### config.mk
export PLATFORM = sky130hd
export DESIGN_NAME = read_batch_loader
export DESIGN_NICKNAME = d
export VERILOG_FILES = /design/src/rtl/read_batch_loader_pkg.sv /design/src/rtl/loader_req_gen.sv /design/src/rtl/read_batch_loader.sv
export SDC_FILE = /design/constraint.sdc
export NUM_CORES = 1
export LEC_CHECK = 0
export BUFFER_PORTS_ARGS = -buffer_cell sky130_fd_sc_hd__buf_2
export CAP_MARGIN = 20
export CORE_AREA = 5 5 457 459
export DETAILED_ROUTE_END_ITERATION = 6
export DIE_AREA = 0 0 462 464
export PLACE_DENSITY = 0.37
export SLEW_MARGIN = 10
export SYNTH_ARGS = -nofsm -noshare
export SYNTH_HDL_FRONTEND = slang
export SYNTH_HIERARCHICAL = 1
export SYNTH_SLANG_ARGS = --single-unit
### constraint.sdc
create_clock -name clk -period 4.6 [get_ports clk]
set_input_delay 0.92 -clock clk [delete_from_list [all_inputs] [get_ports clk]]
set_output_delay 0.92 -clock clk [all_outputs]
set_load 0.01 [all_outputs]
### src/rtl/read_batch_loader_pkg.sv
// Shared constants, state encoding and helpers for the read batch loader.
// Ports: none (package only).
package read_batch_loader_pkg;

    localparam int CL              = 512;
    localparam int READ_NUM_WIDTH  = 8;
    localparam int BS_W            = READ_NUM_WIDTH + 1;
    localparam int ADDR_W          = 64;
    localparam int MAX_OUTSTANDING = 16;
    localparam int OUT_W           = $clog2(MAX_OUTSTANDING + 1);
    localparam int CNT_W           = 11;
    localparam int LINES_PER_READ  = 4;
    localparam int HDR_BATCH_LSB   = 0;
    localparam int HDR_BATCH_MSB   = 8;

    localparam logic [BS_W-1:0]  MAX_READ = BS_W'(256);
    localparam logic [OUT_W-1:0] MAX_OUT  = OUT_W'(MAX_OUTSTANDING);

    typedef enum logic [2:0] {
        S_IDLE,
        S_HDR_REQ,
        S_HDR_WAIT,
        S_STREAM,
        S_WAIT_DONE
    } state_t;

    // Number of lines that follow the header for a batch of n reads.
    function automatic logic [CNT_W-1:0] lines_for(input logic [BS_W-1:0] n);
        return CNT_W'(n) * CNT_W'(LINES_PER_READ);
    endfunction

endpackage

### src/rtl/loader_req_gen.sv
// Request generator: line address counter and outstanding-credit limiter.
// Ports: i_load (latch base), i_hdr_req/i_stream (phase), i_total, i_ready, i_rsp_ret -> o_req_valid, o_req_addr.
module loader_req_gen
    import read_batch_loader_pkg::*;
(
    input  logic              clk,
    input  logic              reset_n,
    input  logic              i_load,
    input  logic [ADDR_W-1:0] i_base_addr,
    input  logic              i_hdr_req,
    input  logic              i_stream,
    input  logic [CNT_W-1:0]  i_total,
    input  logic              i_ready,
    input  logic              i_rsp_ret,
    output logic              o_req_valid,
    output logic [ADDR_W-1:0] o_req_addr
);

    logic [ADDR_W-1:0] r_addr;
    logic [CNT_W-1:0]  r_req_cnt;
    logic [OUT_W-1:0]  r_out;
    logic              w_str_ok;
    logic              w_hs;
    logic              w_str_hs;

    // Valid depends only on registers and can only rise without a
    // handshake (credits returning), so a stalled request stays stable.
    assign w_str_ok    = i_stream && (r_req_cnt < i_total) && (r_out < MAX_OUT);
    assign o_req_valid = i_hdr_req || w_str_ok;
    assign o_req_addr  = r_addr;
    assign w_hs        = o_req_valid && i_ready;
    assign w_str_hs    = w_str_ok && i_ready;

    always_ff @(posedge clk) begin
        if (!reset_n) begin
            r_addr    <= '0;
            r_req_cnt <= '0;
            r_out     <= '0;
        end else begin
            // Header sits at base; the address simply keeps counting
            // (and wraps) through the stream lines.
            if (i_load) begin
                r_addr    <= i_base_addr;
                r_req_cnt <= '0;
            end else if (w_hs) begin
                r_addr <= r_addr + 1'b1;
            end
            if (w_str_hs) begin
                r_req_cnt <= r_req_cnt + 1'b1;
            end
            if (i_load) begin
                r_out <= '0;
            end else if (w_str_hs && !i_rsp_ret) begin
                r_out <= r_out + 1'b1;
            end else if (!w_str_hs && i_rsp_ret && r_out != '0) begin
                r_out <= r_out - 1'b1;
            end
        end
    end

endmodule

### src/rtl/read_batch_loader.sv
// Fetches a header plus 4 lines per read from host memory and streams them to the read RAM.
// Ports: start/base_addr in; busy/done/err out; rd_req_*/rd_rsp_* memory side; load_*/batch_size/load_done RAM side.
module read_batch_loader
    import read_batch_loader_pkg::*;
(
    input  logic              clk,
    input  logic              reset_n,
    input  logic              i_start,
    input  logic [ADDR_W-1:0] i_base_addr,
    output logic              o_busy,
    output logic              o_done,
    output logic              o_err,
    output logic              o_rd_req_valid,
    input  logic              i_rd_req_ready,
    output logic [ADDR_W-1:0] o_rd_req_addr,
    input  logic              i_rd_rsp_valid,
    input  logic [CL-1:0]     i_rd_rsp_data,
    output logic              o_load_valid,
    output logic [CL-1:0]     o_load_data,
    output logic [BS_W-1:0]   o_batch_size,
    input  logic              i_load_done
);

    state_t            r_state;
    logic              r_done;
    logic              r_err;
    logic              r_load_valid;
    logic [CL-1:0]     r_load_data;
    logic [BS_W-1:0]   r_batch_size;
    logic [CNT_W-1:0]  r_total;
    logic [CNT_W-1:0]  r_rsp_cnt;
    logic [OUT_W-1:0]  r_drain;

    logic              w_load;
    logic              w_fwd;
    logic              w_surplus;
    logic [BS_W-1:0]   w_hdr;
    logic              w_hdr_bad;

    assign w_load    = (r_state == S_IDLE) && i_start;
    assign w_fwd     = i_rd_rsp_valid && (r_state == S_STREAM);
    assign w_surplus = i_rd_rsp_valid &&
                       ((r_state == S_IDLE) ||
                        (r_state == S_HDR_REQ) ||
                        (r_state == S_WAIT_DONE));
    assign w_hdr     = i_rd_rsp_data[HDR_BATCH_MSB:HDR_BATCH_LSB];
    assign w_hdr_bad = (w_hdr == '0) || (w_hdr > MAX_READ);

    assign o_busy       = (r_state != S_IDLE);
    assign o_done       = r_done;
    assign o_err        = r_err;
    assign o_load_valid = r_load_valid;
    assign o_load_data  = r_load_data;
    assign o_batch_size = r_batch_size;

    loader_req_gen u_req_gen (
        .clk         (clk),
        .reset_n     (reset_n),
        .i_load      (w_load),
        .i_base_addr (i_base_addr),
        .i_hdr_req   (r_state == S_HDR_REQ),
        .i_stream    (r_state == S_STREAM),
        .i_total     (r_total),
        .i_ready     (i_rd_req_ready),
        .i_rsp_ret   (w_fwd),
        .o_req_valid (o_rd_req_valid),
        .o_req_addr  (o_rd_req_addr)
    );

    always_ff @(posedge clk) begin
        if (!reset_n) begin
            r_state      <= S_IDLE;
            r_done       <= 1'b0;
            r_err        <= 1'b0;
            r_load_valid <= 1'b0;
            r_load_data  <= '0;
            r_batch_size <= '0;
            r_total      <= '0;
            r_rsp_cnt    <= '0;
            r_drain      <= MAX_OUT;
        end else begin
            r_load_valid <= w_fwd;
            if (w_fwd) begin
                r_load_data <= i_rd_rsp_data;
            end
            // Requests in flight across a reset still come back; the
            // first MAX_OUTSTANDING responses are dropped silently.
            if (i_rd_rsp_valid && r_drain != '0) begin
                r_drain <= r_drain - 1'b1;
            end
            if (w_surplus && r_drain == '0) begin
                r_err <= 1'b1;
            end
            unique case (r_state)
                S_IDLE: begin
                    if (i_start) begin
                        r_done  <= 1'b0;
                        r_err   <= 1'b0;
                        r_state <= S_HDR_REQ;
                    end
                end
                S_HDR_REQ: begin
                    if (i_rd_req_ready) begin
                        r_state <= S_HDR_WAIT;
                    end
                end
                S_HDR_WAIT: begin
                    if (i_rd_rsp_valid) begin
                        if (w_hdr_bad) begin
                            r_err   <= 1'b1;
                            r_done  <= 1'b1;
                            r_state <= S_IDLE;
                        end else begin
                            r_batch_size <= w_hdr;
                            r_total      <= lines_for(w_hdr);
                            r_rsp_cnt    <= '0;
                            r_state      <= S_STREAM;
                        end
                    end
                end
                S_STREAM: begin
                    if (w_fwd) begin
                        r_rsp_cnt <= r_rsp_cnt + 1'b1;
                        if (r_rsp_cnt + 1'b1 == r_total) begin
                            r_state <= S_WAIT_DONE;
                        end
                    end
                end
                S_WAIT_DONE: begin
                    if (i_load_done) begin
                        r_done  <= 1'b1;
                        r_state <= S_IDLE;
                    end
                end
                default: r_state <= S_IDLE;
            endcase
        end
    end

endmodule

# Word-level counts from Yosys, hierarchy flattened
# Cells that the tools add are included.
# classes
n_addsub,6
order_cmp,3
n_eq_ne,13
muxes,28
n_bitwise,2
reduce_logical,34
# op_table
operator,n
64-bit two-way mux,2
"64-bit by 1-bit adder with 64-bit output, second input constant",1
11-bit two-way mux,5
"11-bit by 1-bit adder with 11-bit output, second input constant",2
11-bit one-hot mux with 2 select lines,1
3-bit two-way mux,6
"2-bit inequality test, second input constant",8
3-bit one-hot mux with 5 select lines,1
1-bit logical AND,12
11-bit equality test,1
11-bit < comparator,1
5-bit two-way mux,2
5-bit nonzero test,2
"5-bit by 1-bit subtractor with 5-bit output, second input constant",2
"9-bit greater-than comparator, second input constant",1
9-bit logical NOT,1
1-bit two-way mux,8
2-bit nonzero test,4
"3-bit by 2-bit equality test with 1-bit output, second input constant",2
6-bit AND reduction,1
3-bit nonzero test,2
"5-bit by 1-bit adder with 5-bit output, second input constant",1
5-bit logical NOT,1
"5-bit < comparator, second input constant",1
13 further kinds,18
# totals
register_bits,623
output_inout_bits,590
word_cells,97

# Depth between registers and ports, before layout
# depth
word_depth,9
ltp_mapped,16
mapped_depth_nobuf,14

# Cells and area by module
# The synthesis kept the hierarchy.
# by_module_without_submodules
mod,instances,cells_per_inst,area_each_um2,seq_area_each_um2
read_batch_loader,1,2436,20420.8,10870.4
loader_req_gen,1,727,5531.6,1601.5

# Least setup slack after synthesis
# Ideal clock, no wire load.
# synth_timing
path_kind,input-to-reg
from,in i_rd_rsp_valid
to,reg u_req_gen.r_out[4]
setup_time_ns,0.074
t_arrival_ns,3.264
required_ns,4.526
slack_ns,1.261
path_stages,13
n_path_buf,3
path_cell_list,clkbuf_1 -> nand3_1 -> inv_2 -> clkbuf_1 -> clkbuf_1 -> inv_1 -> nand2_1 -> ha_1 -> nor2b_1 -> o21ai_0 -> nand2b_1 -> or4_1 -> a31oi_1
# synth_via
elab_chain_len,4
word_cells_on_any_way,7
cone_classes,mux (1); reduce/logical (6)
# synth_lines
item,line_no,source
start: declaration,read_batch_loader.sv:16,"input logic i_rd_rsp_valid,"
1-bit logical AND (*),read_batch_loader.sv:41,assign w_fwd = i_rd_rsp_valid && (r_state == S_STREAM);
named net w_fwd,read_batch_loader.sv:35,logic w_fwd;
1-bit logical NOT or 1-bit logical AND (tied branches),"loader_req_gen.sv:53, loader_req_gen.sv:55",
"1-bit logical AND, on equally long branches","loader_req_gen.sv:53, loader_req_gen.sv:55",
5-bit two-way mux or 2-bit nonzero test (tied branches),n/a,
end signal: assignment,loader_req_gen.sv:54,r_out <= r_out + 1'b1;
end signal: assignment,loader_req_gen.sv:56,r_out <= r_out - 1'b1;
end: declaration,loader_req_gen.sv:21,logic [OUT_W-1:0] r_out;
# The timed path passes the listed nets; every way through them passes the cells marked *.
# A chain may end at the register's enable or synchronous reset.

==> impl_metrics.tcl <==
set metrics [dict create \
    remaining_drc_errors 0 \
    clk_path_buf_depth 3 \
    path_common_cell "inv_1" \
    rr_worst_depth 13 \
    grt_pass1_vias 26200 \
    multi_input_area_sq_mm 0.0125 \
    vias 26900 \
    syn_area_per_cell_sq_um 8.20 \
    cp_max_fo 7 \
    path_cells "inv_1 -> ha_1 -> nand4_1 -> a211o_1 -> a31oi_1 -> inv_1 -> buf_2" \
    finalNetCount 4828 \
    slew_violations 0 \
    synth_cell_types 73 \
    viasPerCell 3.84 \
    die-area_sq_mm 0.214 \
    initialDrtViolationCount 1630 \
    slowest_stage "a31oi_1" \
    seq_area_sq_mm 0.0125 \
    h-tree-depth 3 \
    reg2reg_slack_ns 0.85 \
    cts_root_buffer "clkbuf_16" \
    status "completed" \
    hold_path_depth 2 \
    hold_end "o_load_data[258]$_SDFFE_PN0P_" \
    startpoint_type "register" \
    cts_tree "built" \
    portBuffers 1171 \
    initial_core_util 0.127 \
    ir_drop_v 0.000230 \
    ys_ff_latch 623 \
    postCtsSetupRepairBufs 0 \
    routed_wl_um 148000 \
    critPathBufInv 3 \
    tightest_slew_ns 1.27 \
    antenna_found_initial 80 \
    end_kind "output port" \
    fin_skew_ns 0.0268 \
    power_density_mw_per_mm2 389 \
    ys_warn_count 6 \
    slew-limit-headroom 0.155 \
    cts_made_buffers 84 \
    cp.required_ns 3.68 \
    grt_pass1_wl_um 205000 \
    worst-setup-path-type "register to output port" \
    period_minus_slack_ns 4.01 \
    wl_per_cell_um 21.2 \
    clk_pin_slew_ns 0.06 \
    cts.sinks 623 \
    async_reset_ff_frac 0 \
    die_h_um 464 \
    dieWidth_um 462 \
    syn-cell-area_sq_mm 0.0260 \
    tns_ns 0 \
    final_cell_mix "1170 x buf_2, 1094 x nand2_1, 623 x dfxtp_1, 521 x a21boi_0, 85 x clkbuf_16" \
    grt_usage 0.130 \
    rsz0062_at_grt "no" \
    setup_viol 0 \
    gp_congestion 0.856 \
    hpwl_um 116000 \
    finish.instance_area_sq_mm 0.0377 \
    cts_hold_buf 0 \
    path_delay_family "compound AO/OA/AOI/OAI gates" \
    post_cts_resized 0 \
    fmaxAchievable_mhz 249 \
    area_growth_pct 45.1 \
    hold_viol_final 0 \
    drv_cap 0 \
    rows 166 \
    hp-class "register to register" \
    cpPeakStageDelay_ns 0.52 \
    dpl-instance-area_sq_mm 0.0347 \
    drive_gt1_frac 0.322 \
    io_pins 1172 \
    core_area_sq_mm 0.204 \
    final_antenna_net_count 0 \
    synth_cells 3163 \
    grt_max_degree 224 \
    finalCoreUtilization 0.185 \
    cp.arrival_ns 3.09 \
    ys.flop_type "dfxtp_1" \
    final_common_cell "buf_2" \
    post-route-period-util 0.872 \
    r2r-end "u_req_gen/r_out[4]$_SDFFE_PP0P_" \
    worstHoldStart "o_load_data[258]$_SDFFE_PN0P_" \
    drt_first_pass_iters 5 \
    fillers 23300 \
    p_leak_uw 0.0152 \
    r2r_start "r_state[0]$_SDFFE_PN0P_" \
    ys_seq_area_frac 0.481 \
    clock_latency_ns 0.70 \
    overflow 0 \
    synth_edf_count 0 \
]
[per-layer routing]
metal | wire length [um] | track usage
met1 | 63700 | 0.163
met2 | 68700 | 0.216
met3 | 12700 | 0.0448
met4 | 2660 | 0.0289
met5 | 400 | 0
[per-stage QoR]
step / setup slack, ns / total power (uW) / hold WS, ns / std cells
6_report: 0.590 / 14700 / 0.458 / 7001
5_1_grt: 0.322 / 15400 / 0.394 / 6991
4_1_cts: 0.301 / 15000 / 0.358 / 6978
3_5_place_dp: 0.937 / 7960 / 0.454 / 6828
3_3_place_gp: 0.913 / 7940 / 0.448 / 6827
2_1_floorplan: 1.26 / 6870 / 0.459 / 3164
[final cells by class]
cell class / count / share of cell area
Clock buffer: 121 / 0.0662
Antenna cell: 23 / 0.00153
Timing Repair Buffer: 1212 / 0.168
Tap cell: 2688 / 0.0893
Clock inverter: 29 / 0.00974
Multi-Input combinational cell: 2276 / 0.331
Inverter: 29 / 0.00309
Sequential cell: 623 / 0.331
[logic make-up (layout without fill, tap and decap cells)]
logic type                 count (synthesis)  in the layout  share of synthesized area
AOI/OAI and AO/OA                        736            736                      0.207
muxes                                     16             16                    0.00627
and+or+nand+nor                         1484           1484                      0.250
xor gates and xnor gates                  18             18                    0.00607
adders and majority gates                 20             20                    0.00993
DFF                                      623            623                      0.481
buffers and inverters                    265           1391                     0.0402
other                                      1             25                   0.000144
[worst max-delay path by stage]
stage                     slack, ns  cells after the start                               to                    startpoint
after floorplan                1.26                     13  u_req_gen/r_out[4]$_SDFFE_PP0P_                i_rd_rsp_valid
after CTS                      0.30                      7                   o_rd_req_valid  o_batch_size[8]$_SDFFE_PN0P_
after detailed placement       0.94                     13  u_req_gen/r_out[4]$_SDFFE_PP0P_       r_state[0]$_SDFFE_PN0P_
after global placement         0.91                      9  u_req_gen/r_out[4]$_SDFFE_PP0P_                i_rd_req_ready
final                          0.59                      7                   o_rd_req_valid  o_batch_size[8]$_SDFFE_PN0P_
after global routing           0.32                      7                   o_rd_req_valid  o_batch_size[8]$_SDFFE_PN0P_
[synthesized netlist by cell type, types with 27 or more instances]
cell type / n / share of area
a21boi_0: 521 / 0.15
inv_1: 27 / 0.0039
nor2_1: 55 / 0.0080
dfxtp_1: 623 / 0.48
nor3_1: 29 / 0.0056
nand4_1: 41 / 0.0099
a311oi_1: 41 / 0.014
nand3_1: 67 / 0.013
o21ai_0: 77 / 0.015
nand2_1: 1094 / 0.16
nor2b_1: 43 / 0.010
clkbuf_1: 216 / 0.031
[power breakdown]
group | switching (uW) | total (uW) | internal, uW
clock | 2780 | 6840 | 4060
combinational | 1220 | 1940 | 722
sequential | 232 | 5870 | 5630
total | 4230 | 14700 | 10400
[state kept, by name, indices dropped and copies added, names as in the netlist]
register,cells
o_batch_size,9
u_req_gen/o_req_addr,64
r_state,3
r_drain,5
u_req_gen/r_req_cnt,11
r_rsp_cnt,11
o_load_valid,1
o_done,1
o_err,1
o_load_data,512
u_req_gen/r_out,5
[worst register-to-register path: stages (launching register included)]
cell and delay (ns):
dfxtp_1 0.30, buf_4 0.16, nor2b_1 0.27, and2_1 0.23, nand3_1 0.11, a31oi_2 0.34
and4_1 0.68, nand2_1 0.29, ha_1 0.36, nor2b_1 0.14, o21ai_0 0.16, nand2b_1 0.10
or4_1 0.41, a31oi_1 0.13
Note: power is estimated with default switching activity, not from simulation.
